[src/rtl/ftoi_pipe.sv]
// Pipelined IEEE-754 single -> signed int32 converter, fixed LATENCY (3..8).
// Default truncates toward zero; define FTOI_ROUND_NEAREST_EN for round-to-nearest-even.
module ftoi_pipe #(
  parameter int unsigned LATENCY = 4
) (
  input  logic        clk,
  input  logic        areset,
  input  logic        en,
  input  logic        in_valid,
  input  logic [31:0] a,
  output logic        out_valid,
  output logic [31:0] q,
  output logic        invalid,
  output logic        overflow
);

  typedef enum logic [2:0] {
    CLS_ZERO,
    CLS_SMALL,
    CLS_NORM,
    CLS_BOUND,
    CLS_LARGE,
    CLS_INF,
    CLS_NAN
  } cls_t;

  typedef struct packed {
    logic        valid;
    logic [31:0] q;
    logic        invalid;
    logic        overflow;
  } res_t;

  localparam int unsigned NDLY = LATENCY - 3;

  // ---------------- stage 1: unpack and classify ----------------
  cls_t        cls_d;
  logic        s1_valid;
  logic        s1_sign;
  cls_t        s1_cls;
  logic [7:0]  s1_exp;
  logic [23:0] s1_man;

  always_comb begin
    cls_d = CLS_ZERO;
    if (a[30:23] == 8'd0)             cls_d = CLS_ZERO;
    else if (a[30:23] <= 8'd126)      cls_d = CLS_SMALL;
    else if (a[30:23] <= 8'd157)      cls_d = CLS_NORM;
    else if (a[30:23] == 8'd158)      cls_d = CLS_BOUND;
    else if (a[30:23] <= 8'd254)      cls_d = CLS_LARGE;
    else if (a[22:0] == 23'd0)        cls_d = CLS_INF;
    else                              cls_d = CLS_NAN;
  end

  // Bubbles load all-zero fields so they flow through as a clean zero result.
  always_ff @(posedge clk) begin
    if (areset || !en) begin
      s1_valid <= 1'b0;
      s1_sign  <= 1'b0;
      s1_cls   <= CLS_ZERO;
      s1_exp   <= '0;
      s1_man   <= '0;
    end else begin
      s1_valid <= in_valid;
      s1_sign  <= in_valid & a[31];
      s1_cls   <= in_valid ? cls_d : CLS_ZERO;
      s1_exp   <= in_valid ? a[30:23] : 8'd0;
      s1_man   <= in_valid ? {1'b1, a[22:0]} : 24'd0;
    end
  end

  // ---------------- stage 2: magnitude alignment ----------------
  logic [3:0]  lsh;
  logic [4:0]  rsh;
  logic [31:0] mag_d;
  logic        s2_valid;
  logic        s2_sign;
  cls_t        s2_cls;
  logic [31:0] s2_mag;
`ifdef FTOI_ROUND_NEAREST_EN
  logic [23:0] below;
  logic        guard_d;
  logic        sticky_d;
  logic        s2_guard;
  logic        s2_sticky;
`endif

  // Boundary (e=158) shares the normal shifter: its 32-bit magnitude is
  // resolved by the saturation check, which yields exact -2^31 for free.
  always_comb begin
    mag_d = '0;
    lsh   = 4'(s1_exp - 8'd150);
    rsh   = 5'(8'd150 - s1_exp);
`ifdef FTOI_ROUND_NEAREST_EN
    below    = ~(24'hFF_FFFF << rsh);
    guard_d  = 1'b0;
    sticky_d = 1'b0;
`endif
    if (s1_cls == CLS_NORM || s1_cls == CLS_BOUND) begin
      if (s1_exp >= 8'd150) begin
        mag_d = {8'd0, s1_man} << lsh;
      end else begin
        mag_d = {8'd0, s1_man >> rsh};
`ifdef FTOI_ROUND_NEAREST_EN
        guard_d  = |(s1_man & (below ^ (below >> 1)));
        sticky_d = |(s1_man & (below >> 1));
`endif
      end
    end
`ifdef FTOI_ROUND_NEAREST_EN
    else if (s1_cls == CLS_SMALL) begin
      // Value below 1: guard is the 0.5 weight, sticky anything under it.
      guard_d  = (s1_exp == 8'd126);
      sticky_d = (s1_exp != 8'd126) || (s1_man[22:0] != 23'd0);
    end
`endif
  end

  always_ff @(posedge clk) begin
    if (areset || !en) begin
      s2_valid  <= 1'b0;
      s2_sign   <= 1'b0;
      s2_cls    <= CLS_ZERO;
      s2_mag    <= '0;
`ifdef FTOI_ROUND_NEAREST_EN
      s2_guard  <= 1'b0;
      s2_sticky <= 1'b0;
`endif
    end else begin
      s2_valid  <= s1_valid;
      s2_sign   <= s1_sign;
      s2_cls    <= s1_cls;
      s2_mag    <= mag_d;
`ifdef FTOI_ROUND_NEAREST_EN
      s2_guard  <= guard_d;
      s2_sticky <= sticky_d;
`endif
    end
  end

  // ---------------- stage 3: round, negate, saturate ----------------
  logic [32:0] rmag;
  logic [31:0] sat_val;
  res_t        res_d;

  always_comb begin
`ifdef FTOI_ROUND_NEAREST_EN
    rmag = {1'b0, s2_mag} + 33'(s2_guard & (s2_sticky | s2_mag[0]));
`else
    rmag = {1'b0, s2_mag};
`endif
    sat_val = s2_sign ? 32'h8000_0000 : 32'h7FFF_FFFF;
    res_d   = '0;
    case (s2_cls)
      CLS_NAN: res_d.invalid = 1'b1;
      CLS_LARGE, CLS_INF: begin
        res_d.q        = sat_val;
        res_d.overflow = 1'b1;
      end
      default: begin
        if (s2_sign) begin
          if (rmag > 33'h0_8000_0000) begin
            res_d.q        = sat_val;
            res_d.overflow = 1'b1;
          end else begin
            res_d.q = -rmag[31:0];
          end
        end else begin
          if (rmag > 33'h0_7FFF_FFFF) begin
            res_d.q        = sat_val;
            res_d.overflow = 1'b1;
          end else begin
            res_d.q = rmag[31:0];
          end
        end
      end
    endcase
    if (!s2_valid) res_d = '0;
    res_d.valid = s2_valid;
  end

  // ---------------- result register plus output delay line ----------------
  res_t pipe [0:NDLY];

  always_ff @(posedge clk) begin
    if (areset || !en) pipe[0] <= '0;
    else               pipe[0] <= res_d;
  end

  for (genvar g = 1; g <= NDLY; g++) begin : g_dly
    always_ff @(posedge clk) begin
      if (areset || !en) pipe[g] <= '0;
      else               pipe[g] <= pipe[g-1];
    end
  end

  always_comb begin
    out_valid = en & pipe[NDLY].valid;
    q         = en ? pipe[NDLY].q : 32'd0;
    invalid   = en & pipe[NDLY].invalid;
    overflow  = en & pipe[NDLY].overflow;
  end

endmodule

[config.mk]
export PLATFORM = sky130hd
export DESIGN_NAME = ftoi_pipe
export DESIGN_NICKNAME = d
export VERILOG_FILES = /design/src/rtl/ftoi_pipe.sv
export SDC_FILE = /design/constraint.sdc
export NUM_CORES = 1
export LEC_CHECK = 0
export ABC_CLOCK_PERIOD_IN_PS = 7600
export BUFFER_PORTS_ARGS = -buffer_cell sky130_fd_sc_hd__buf_2
export CAP_MARGIN = 20
export CORE_MARGIN = 4
export CORE_UTILIZATION = 40
export CTS_CLUSTER_SIZE = 14
export DETAILED_ROUTE_END_ITERATION = 10
export GPL_TIMING_DRIVEN = 1
export PLACE_DENSITY_LB_ADDON = 0.3
export SLEW_MARGIN = 20
export SYNTH_ARGS = -nofsm -noshare
export SYNTH_HDL_FRONTEND = slang
export SYNTH_SLANG_ARGS = --single-unit
[constraint.sdc]
create_clock -name clk -period 7.6 [get_ports clk]
set_clock_uncertainty 0.05 [all_clocks]
set_input_delay 0.38 -clock clk [delete_from_list [all_inputs] [get_ports clk]]
set_output_delay 0.38 -clock clk [all_outputs]
set_load 0.01 [all_outputs]
==> flow_metrics.env <==
export IMPL_period_needed_ns=3.36
export IMPL_gp_congestion=0.937
export IMPL_cp_num_buf_inv=3
export IMPL_path_class="reg2reg"
export IMPL_crit_cells=9
export IMPL_grt_setup_unrepaired="no"
export IMPL_final_cell_mix="dfxtp_1, and2_1, buf_2"
export IMPL_rrSetupSlack_ns=4.24
export IMPL_clock_sinks=143
export IMPL_fin_tns_setup_ns=0
export IMPL_ant_nets=0
export IMPL_wirelength_um=21400
export IMPL_avgSynthCellArea_um2=9.14
export IMPL_arrival_ns=3.60
export IMPL_synthCells=862
export IMPL_cts_tree="done"
export IMPL_design_die_area_mm2=0.0220
export IMPL_dieWidth_um=148
export IMPL_ir_drop_mv=0.145
export IMPL_vias=6734
export IMPL_rr_startpoint="s1_exp[0]"
export IMPL_clkLatencyLatePin_ns=0.43
export IMPL_synth_top_family_by_area="simple AND/OR/NAND/NOR gates"
export IMPL_grt_pass1_vias=6158
export IMPL_die_h_um=148
export IMPL_initial_core_util_pct=40.6
export IMPL_utilization_pct=46.5
export IMPL_synth_flop_cell="dfxtp_1"
export IMPL_synth_compound_area_share_pct=15.7
export IMPL_hold_viol_final=0
export IMPL_worstHoldPathType="in2reg"
export IMPL_cap_violations=0
export IMPL_synthAdderAreaFrac_pct=0.794
export IMPL_reg2reg_depth=9
export IMPL_cts_buffers=17
export IMPL_p_leak_nw=3.69
export IMPL_grt_start_max_net_pins=76
export IMPL_fin_nets=941
export IMPL_grt_antenna_before_repair=0
export IMPL_synth_area_mm2=0.00788
export IMPL_yosys_area_share_simple_pct=23.5
export IMPL_first_pass_iters=6
export IMPL_endpoint_kind="register"
export IMPL_final_common_cell="dfxtp_1"
export IMPL_clkTransAtPathRegs_ns=0.06
export IMPL_hpwl_um=15800
export IMPL_synth_async_reset_ratio_pct=0
export IMPL_critical_path_top_delay_family="buffers and inverters"
export IMPL_post_cts_buffers=0
export IMPL_n_antenna_cell=0
export IMPL_slowest_stage="buf_4"
export IMPL_fin_crit_sh_pct=44.2
export IMPL_drive_gt1_share_pct=21.1
export IMPL_required_ns=7.84
export IMPL_crit_fanout=39
export IMPL_relSlewSlack_pct=30.0
export IMPL_critPathLaunchType="register"
export IMPL_outcome="finished, final reports clean"
export IMPL_cp_endpoint="s2_mag[11]"
export IMPL_power_density_mw_per_mm2=186
export IMPL_drt_drc_violations_left=0
export IMPL_grtUsageTotal_pct=19.5
export IMPL_ys_ff_latch=143
export IMPL_fin_hold_ws_ns=0.126
export IMPL_ys_warnings_count=0
export IMPL_whs_path_depth=2
export IMPL_cpMostUsedCell="mux2_2"
export IMPL_grt_pass1_wl_um=34100
export IMPL_io_pins=71
export IMPL_wl_per_cell_um=18.2
export IMPL_fp_row_count=51
export IMPL_startpoint="s1_exp[0]"
export IMPL_synth_nets=903
export IMPL_synth_edff_count=0
export IMPL_synth_cell_types=64
export IMPL_yosys_mux_area_fraction_pct=18.5
export IMPL_stdcell_area_mm2=0.00901
export IMPL_finalSetupViolCount=0
export IMPL_synth_xor_area_share_pct=1.11
export IMPL_ys_seq_area_share_pct=36.3
export IMPL_tightest_slew_ns=1.05
export IMPL_root_buffer="clkbuf_16"
export IMPL_grt_overflow_total=0
export IMPL_htree_levels=4
export IMPL_r2r_end="s2_mag[11]"
export IMPL_maxSlewViolCount=0
export IMPL_post_cts_resized=0
export IMPL_place_area_mm2=0.00843
export IMPL_crit_chain="buf_4 > inv_2 > ha_1 > buf_4 > mux2_2 > mux2_2 > o21ai_0 > mux2_2 > o22ai_1"
export IMPL_max_freq_mhz=298
export IMPL_area_growth_pct=14.3
export IMPL_drtIter0Drc=557
export IMPL_coreArea_mm2=0.0194
export IMPL_portBuffers=70
export IMPL_viasPerCell=5.72
export IMPL_clk_path_buf_depth=2
export IMPL_fin_total_pwr_mw=1.68
export IMPL_cts_hold_buf=0
export IMPL_max_stage_delay_ns=0.47
[cell type report]
cell class | count | area [um^2]
Inverter | 17 | 63.8
Fill cell | 1911 | 10400
Tap cell | 265 | 332
Clock inverter | 14 | 154
Timing Repair Buffer | 84 | 455
Multi-Input combinational cell | 637 | 4720
Clock buffer | 18 | 429
Sequential cell | 143 | 2860
[flip-flops by register name, summed over array words and instances (netlist names), 3 cells and up]
name and cells:
pipe 70, s1_cls 3, s1_exp 8, s1_man 23
s2_cls 3, s2_mag 32
[logic make-up (layout without fill, tap and decap cells)]
family | after synthesis | in the layout
xor gates and xnor gates | 10 | 10
DFF | 143 | 143
and+or+nand+nor | 336 | 336
buffers and inverters | 82 | 133
muxes | 101 | 101
adders and majority gates | 5 | 5
AOI/OAI and AO/OA | 185 | 185
[cell usage after synthesis (4+ instances only)]
cell        n  area, um^2
a211oi_1   14         105
a21boi_0    4        30.0
a21o_1      7        52.6
a21oi_1    43         215
a311oi_1    4        35.0
a31oi_1     9        56.3
and2_1     77         482
and3_1     35         219
buf_1       6        22.5
buf_2       6        30.0
clkbuf_1   52         195
dfxtp_1   143        2860
ha_1        5        62.6
inv_1      16        60.1
mux2_2     29         327
mux2i_1    39         390
mux4_2     33         743
nand2_1    41         154
nand2b_1    8        50.1
nand3_1    22         110
nand4_1    13        81.3
nor2_1     56         210
nor2b_1     7        43.8
nor3_1     22         110
nor4_1     23         144
o211ai_1   11        82.6
o21a_1      4        30.0
o21ai_0    38         190
o22ai_1    15        93.8
o31ai_1     4        30.0
or3_1       6        37.5
or4_1      10        75.1
xnor2_1     7        61.3
[layer usage]
| layer | routed length [um] | vias up | part of all wire, % | global-route usage (%) |
|---|---|---|---|---|
| li1 | - | 3284 | - | - |
| met1 | 9390 | 3116 | 44 | 25.7 |
| met2 | 9920 | 277 | 46 | 30.5 |
| met3 | 1230 | 57 | 5.7 | 3.69 |
| met4 | 892 | 0 | 4.2 | 10.4 |
| met5 | 0 | - | 0 | 0 |
[worst min-delay path by stage]
stage | from | endpoint | slack, ns
after floorplan | pipe[0][0] | pipe[1][0] | 0.36
after global placement | pipe[0][23] | pipe[1][23] | 0.36
after detailed placement | pipe[0][17] | pipe[1][17] | 0.36
after CTS | a[31] | s1_sign | 0.10
after global routing | a[31] | s1_sign | 0.13
final | a[31] | s1_sign | 0.13
[where the power goes]
group	leakage [nW]	switching [mW]	internal (mW)	total, mW
clock network	0.272	0.350	0.462	0.813
logic	2.26	0.0583	0.0438	0.102
registers	1.15	0.00909	0.755	0.764
total	3.69	0.417	1.26	1.68
[stage by stage]
stage / std cells / worst slack [ns]
2_1_floorplan: 862 / 3.94
3_3_place_gp: 1146 / 4.29
3_5_place_dp: 1146 / 4.24
4_1_cts: 1178 / 4.21
5_1_grt: 1178 / 3.93
6_report: 1178 / 4.24
Note: power is estimated with default switching activity, not from simulation.
